<file path="src/rtl/smu_traceback.sv">
// smu_traceback -- block-based Viterbi survivor-memory traceback.
//
// Collects DEPTH survivor decision vectors, picks the minimum path-metric
// state of the last symbol as the traceback start, walks the survivor
// memory backwards for DEPTH cycles, then emits the decoded bits in
// time order, one per cycle.
//
// Ports:
//   clk        rising-edge clock
//   rst        asynchronous active-low reset
//   in_valid   decision vector / metrics valid
//   in_ready   block accepts a symbol (FILL only)
//   dec        survivor decision bits, dec[s] = select bit of state s
//   pm         unsigned path metrics, state s at [s*MW +: MW]
//   out_valid  one-cycle pulse per decoded bit
//   out_bit    decoded bit, held while out_valid is low
//   best_state traceback start state of the current block
module smu_traceback #(
    parameter int K     = 4,
    parameter int MW    = 3,
    parameter int DEPTH = 16
) (
    input  logic                       clk,
    input  logic                       rst,
    input  logic                       in_valid,
    output logic                       in_ready,
    input  logic [(1<<(K-1))-1:0]      dec,
    input  logic [(1<<(K-1))*MW-1:0]   pm,
    output logic                       out_valid,
    output logic                       out_bit,
    output logic [K-2:0]               best_state
);

    localparam int unsigned S    = 1 << (K - 1);
    localparam int unsigned SW   = K - 1;
    localparam int unsigned PW   = (DEPTH > 1) ? $clog2(DEPTH) : 1;
    localparam logic [PW-1:0] LAST = PW'(DEPTH - 1);

    typedef enum logic [1:0] {
        FILL  = 2'd0,
        TRACE = 2'd1,
        EMIT  = 2'd2
    } state_t;

    state_t          r_state;
    logic [PW-1:0]   r_wr_ptr;
    logic [PW-1:0]   r_ptr;
    logic [SW-1:0]   r_cur;
    logic [SW-1:0]   r_best;
    logic [S-1:0]    r_mem  [DEPTH];
    logic            r_bits [DEPTH];

    logic            w_accept;
    logic [SW-1:0]   w_argmin;
    logic [MW-1:0]   w_minval;
    logic            w_sel;
    logic [SW-1:0]   w_cur_next;

    assign in_ready   = (r_state == FILL);
    assign w_accept   = in_valid && in_ready;
    assign best_state = r_best;

    // Strict less-than keeps the lowest index on ties.
    always_comb begin
        w_argmin = '0;
        w_minval = pm[MW-1:0];
        for (int unsigned s = 1; s < S; s++) begin
            if (pm[s*MW +: MW] < w_minval) begin
                w_minval = pm[s*MW +: MW];
                w_argmin = SW'(s);
            end
        end
    end

    // Predecessor state: shift in the survivor select bit of the current state.
    always_comb begin
        w_sel      = r_mem[r_ptr][r_cur];
        w_cur_next = {r_cur[SW-2:0], w_sel};
    end

    // Control FSM and registered outputs.
    always_ff @(posedge clk or negedge rst) begin
        if (!rst) begin
            r_state   <= FILL;
            r_wr_ptr  <= '0;
            r_ptr     <= '0;
            r_cur     <= '0;
            r_best    <= '0;
            out_valid <= 1'b0;
            out_bit   <= 1'b0;
        end else begin
            out_valid <= 1'b0;
            case (r_state)
                FILL: begin
                    if (w_accept) begin
                        if (r_wr_ptr == LAST) begin
                            // wr_ptr parks on the last slot (never DEPTH) and is
                            // cleared when the block finishes emitting.
                            r_best  <= w_argmin;
                            r_cur   <= w_argmin;
                            r_ptr   <= LAST;
                            r_state <= TRACE;
                        end else begin
                            r_wr_ptr <= r_wr_ptr + PW'(1);
                        end
                    end
                end
                TRACE: begin
                    r_cur <= w_cur_next;
                    if (r_ptr == '0) begin
                        r_state <= EMIT;
                        r_ptr   <= '0;
                    end else begin
                        r_ptr <= r_ptr - PW'(1);
                    end
                end
                EMIT: begin
                    out_valid <= 1'b1;
                    out_bit   <= r_bits[r_ptr];
                    if (r_ptr == LAST) begin
                        r_state  <= FILL;
                        r_wr_ptr <= '0;
                    end else begin
                        r_ptr <= r_ptr + PW'(1);
                    end
                end
                default: r_state <= FILL;
            endcase
        end
    end

    // Survivor memory and decoded-bit buffer are storage only; not reset.
    always_ff @(posedge clk) begin
        if (w_accept) begin
            r_mem[r_wr_ptr] <= dec;
        end
        if (r_state == TRACE) begin
            r_bits[r_ptr] <= r_cur[SW-1];
        end
    end

endmodule

</file>
<file path="config.mk">
export PLATFORM = sky130hd
export DESIGN_NAME = smu_traceback
export DESIGN_NICKNAME = d
export VERILOG_FILES = /design/src/rtl/smu_traceback.sv
export SDC_FILE = /design/constraint.sdc
export NUM_CORES = 1
export LEC_CHECK = 0
export CAP_MARGIN = 20
export CELL_PAD_IN_SITES_DETAIL_PLACEMENT = 0
export CELL_PAD_IN_SITES_GLOBAL_PLACEMENT = 1
export CORE_UTILIZATION = 51
export CTS_CLUSTER_SIZE = 30
export DETAILED_ROUTE_END_ITERATION = 8
export PLACE_DENSITY_LB_ADDON = 0.1
export SLEW_MARGIN = 20
export SYNTH_ARGS = -nofsm -noshare
export SYNTH_HDL_FRONTEND = slang
export SYNTH_SLANG_ARGS = --single-unit
</file>
<file path="constraint.sdc">
create_clock -name clk -period 2.95 [get_ports clk]
set_clock_uncertainty 0.2 [all_clocks]
set_input_delay 0.4425 -clock clk [delete_from_list [all_inputs] [get_ports clk]]
set_output_delay 0.4425 -clock clk [all_outputs]
set_load 0.005 [all_outputs]
</file>
Word level (Yosys, flattened, before mapping) --
Memory sizes are Yosys's and may differ from the RTL's. A register that Yosys moved wholly into a read port is not among the register bits. Cells that the tools add are included.
Cells by class: $add $sub $neg 3, $lt $le $gt $ge 8, equality and inequality tests 10, mux-type cells 37, reduce and logical (&&, ||, !) cells 12
Operator list (count):
- $mux 3 | 13
- $mux 4 | 7
- $lt 3x3->1 | 7
- $pmux 4 s3 | 1
- $reduce_and 4->1 | 3
- $mux 2 | 5
- $add 4x1->4 const B | 2
- $eq 4x4->1 const B | 2
- $ne 2x2->1 const B | 4
- $pmux 4 s2 | 1
- $mux 1 | 7
- $pmux 2 s3 | 1
- $pmux 3 s2 | 1
- $reduce_and 3->1 | 2
- $logic_not 4->1 | 1
- $lt 3x4->1 const B | 1
- $ne 2x1->1 const B | 2
- $reduce_bool 2->1 | 2
- $sub 4x1->4 const B | 1
- $bmux 1 s3 | 1
- $reduce_bool 3->1 | 1
- $eq 2x1->1 const B | 1
- $eq 2x2->1 const B | 1
- $logic_not 2->1 | 1
- 2 further kinds | 2
Storage, ports and cells: register bits 17, bits in writable memories 144, input bits 35, word-level logic and storage cells 78, memories kept 2
Memory list:
- r_mem | words 16, bits a word 8, rd ports 1, clocked after memory_dff 0, wr ports 1, RTL line 50 | logic [S-1:0] r_mem [DEPTH];
- r_bits | words 16, bits a word 1, rd ports 1, clocked after memory_dff 1, wr ports 1, RTL line 51 | logic r_bits [DEPTH];

Depth between registers and ports, before layout --
depth in word-level cells 17, mapped depth 44, mapped depth without buffers 44

Worst setup path after synthesis --
No wires, ideal clock.
kind input to register, from input pm[1], to register r_cur[2], library setup time 0.140 ns, arrival 7.161 ns, data required time 2.610 ns, path slack -4.551 ns, cell stages on the path 43, cells stage by stage inv_1 > ha_1 > a21o_1 > a21oi_1 > mux2_2 > inv_1 > ha_1 > nor2_1 > nor2_1 > nor2_1 > or2_2 > o21ai_0 > ha_1 > nor2_1 > o21ba_2 > a31oi_1 > o211ai_1 > and2_1 > (+7 left out) > o22ai_1 > o21ba_2 > nor2_1 > a311oi_1 > a21oi_1 > ha_1 > nor2_1 > o21bai_1 > o21ai_1 > a21o_1 > o21ai_0 > ha_1 > a21oi_1 > nor2b_1 > nand4_1 > o21ai_1 > nor4b_1 > o211ai_1
Between the ends: longest elaborated chain between the ends 17, elaborated cells on any way between the ends 20, classes of those cells 7 x order compare; 13 x mux
RTL lines:
- start: declaration | RTL line 28 | input logic [(1<<(K-1))*MW-1:0] pm,
- $lt 3x3->1 | RTL line 68 | if (pm[s*MW +: MW] < w_minval) begin
- $mux 3 * | RTL line 68
- $lt 3x3->1 | RTL line 68
- $mux 3 * | RTL line 68
- $lt 3x3->1 | RTL line 68
- $mux 3 * | RTL line 68
- $lt 3x3->1 | RTL line 68
- $mux 3 | RTL line 68
- $lt 3x3->1 | RTL line 68
- $mux 3 | RTL line 68
- $lt 3x3->1 | RTL line 68
- $mux 3 | RTL line 68
- $lt 3x3->1 | RTL line 68
- $mux 3 * | RTL line 68
- $mux 3 * | RTL line 96 | if (r_wr_ptr == LAST) begin
- $mux 3 * | RTL line 95 | if (w_accept) begin
- $pmux 3 s2 * | RTL line 93 | case (r_state)
- end signal: assignment | RTL line 100 | r_cur <= w_argmin;
- end signal: assignment | RTL line 109 | r_cur <= w_cur_next;
- end: declaration | RTL line 48 | logic [SW-1:0] r_cur;
Every way passes the cells marked *; elsewhere a longest branch is shown, timed or not. The select of a mux whose other input is x is not followed. A chain may end at the register's enable or synchronous reset.

Final worst setup path --
Ends and elaborated chain as after synthesis.

==> out/metrics.cfg <==
[worst_setup_path]
startpoint=pm[1]
critPathCaptureType=flip-flop
crit_required_ns=3.05
cp-start-kind=input pin
cp_slowest_cell=nor4b_2
path_class=in -> reg
crit_top_cell=buf_4
slowest_delay_ns=0.42
reg2reg_from=r_ptr[0]
crit_arrival_ns=7.20
cp_max_fo=3

[timing]
hold_violations=0
worst_pin_slew_ns=0.834
fmax_mhz=141
setup_violations=6
final_max_slew_viol_count=0
rsz0062_at_grt=true
slew_headroom_pct=44.2
period_minus_slack_ns=7.10
worst_slack_ns=-4.15
min_period_over_period_pct=241
fin_setup_tns_ns=-24.60

[place]
dp_slack_ns=-5.34
port-buffer-count=40
dp_hpwl_mm=11.9
gp_congestion=0.851
place_area_sq_um=9080

[logic_synthesis]
synth.ff_latch_count=162
synth-main-ff-cell=edfxtp_1
synth_edf_count=144
syn_avg_cell_area_sq_um=14.7
ys_seq_area_share_pct=62.0
synth-warning-count=0
async_flop_share_pct=11.1
syn-instance-count=525
synth.distinct_cells=62
netlist_area_sq_um=7700
synth_nets=591

[worst_hold_path]
hold_path_class=in -> async

[floorplanning]
start_util_pct=52.6
fp-row-count=44
fp.dieH_um=125
coreArea_sq_um=14600
pin_count=41
fp.dieArea_sq_um=15600
die_w_um=125

[global_routing]
grt_max_degree=19
antenna_found_initial=0
grt.total_usage_pct=24.7
grt_pass1_vias=5445
grt_pass1_wl_mm=28.9
grt.overflow.total=0

[clock_tree]
cts_root_buf=clkbuf_16
clk_latency_ns=0.43
numCtsBuffers=17
cts_hold_buf=0
cts_sinks=162
cts_buffer_depth=2
path_clk_slew_ns=0.07
htreeDepth=4
cts_tree=yes

[cells_and_area]
fill_cells=990
final_cell_area_sq_um=10200
area_growth_pct=32.3
fin_nets=774
final_cell_mix=edfxtp_1, buf_4, nor2_1, nand2_1, clkdlybuf4s50_1
n_antenna_cell=0
drive_gt1_share_pct=33.7
layout_commonest_cell=edfxtp_1

[drt]
drt-initial-drc-count=404
totalWireLength_mm=17.9
vias_per_cell=5.71
ant_nets=0
vias=5166
wire_per_inst_um=19.8
first_pass_iters=7
drcViolationCount=14

[outcome]
status=finished, violations left
violations=design-rule violations, negative setup slack

[pwr]
p_leak_nw=3.84
peakVddDrop_v=0.000540
power_mw=7.92
power_density_nw_per_um2=778

[job]
drv_cap=0

==> routing by layer <==
layer / routed length (um) / share of wire, % / track usage [%] / up-vias
met5: 0 / 0 / 0 / -
met4: 442 / 2.5 / 10.0 / 0
met3: 711 / 4.0 / 4.47 / 33
met2: 8910 / 50 / 41.0 / 132
met1: 7880 / 44 / 32.2 / 2583
li1: - / - / - / 2418
==> stage by stage <==
step           util, %  hold slack, ns  cells
5_1_grt           69.5           0.333    905
3_5_place_dp      62.0           0.304    818
4_1_cts           69.0           0.305    901
2_1_floorplan        -         -0.0531    525
6_report          69.5           0.296    905
3_3_place_gp      62.0           0.298    818
==> flip-flops by register name, summed over array words and instances (netlist names) <==
register    flops
r_cur           3
r_wr_ptr        4
r_ptr           4
out_valid       1
best_state      3
r_state         2
r_mem         128
out_bit         1
r_bits         16
==> path summary, 6_finish.rpt <==
kind / end / slack [ns] / cells after the start
worst max-delay path: r_cur[2] / -4.15 / 47
worst min-delay path: r_state[0] / 0.30 / 1
worst max register to register: r_cur[0] / 0.27 / 7
worst min register to register: out_bit / 0.32 / 1
max in group asynchronous: r_ptr[0] / 1.69 / 1
min in group clk: out_bit / 0.32 / 1
==> cell usage after synthesis, types with 6 or more instances <==
cell type	count	share of area, %
mux4_2	17	5.0
ha_1	31	5.0
nand4_1	6	0.49
dfrtp_1	18	5.9
mux4_1	20	6.8
nor2_1	49	2.4
nor3_1	10	0.65
edfxtp_1	144	56
nand2b_1	6	0.49
a22oi_1	6	0.59
a21oi_1	20	1.3
o21ai_0	21	1.4
nand2_1	35	1.7
nand3_1	14	0.91
nor2b_1	7	0.57
inv_1	27	1.3
==> cells by family (layout without fill, tap and decap cells) <==
| group | Yosys count | after routing | share of synthesized area [%] |
|---|---|---|---|
| AOI/OAI and AO/OA | 96 | 96 | 8.26 |
| xor gates and xnor gates | 1 | 1 | 0.114 |
| adders and majority gates | 31 | 31 | 5.04 |
| buffers and inverters | 46 | 242 | 2.76 |
| DFF | 162 | 162 | 62.0 |
| muxes | 45 | 45 | 13.0 |
| and+or+nand+nor | 144 | 144 | 8.84 |
==> layout make-up <==
class	instances	area [sq um]	share of cell area, %
clock buffers	18	429	4.22
inverters	28	110	1.08
repair buffers	182	1490	14.6
multi-input cells	317	3040	29.9
well taps	184	230	2.26
clock inverters	14	105	1.03
flip-flops and latches	162	4780	46.9
==> what timing repair did <==
action,in CTS,in global routing
pin swaps,38,9
resized for setup,35,12
endpoints found under the setup margin,6,6
buffers inserted,51,4
==> critical path: cells and delay by family <==
| family | cells | cell delay (ns) |
|---|---|---|
| and+or+nand+nor | 7 | 1.19 |
| adders and majority gates | 5 | 1.09 |
| AOI/OAI and AO/OA | 15 | 2.12 |
| muxes | 1 | 0.18 |
| buffers and inverters | 19 | 2.19 |
==> report_power, final <==
group / switching [mW] / internal [mW] / total (mW) / leakage, nW
combinational: 1.44 / 1.44 / 2.88 / 2.06
sequential: 0.289 / 2.74 / 3.03 / 1.51
clock: 0.919 / 1.09 / 2.01 / 0.264
Power figures use the tool's default switching activity.
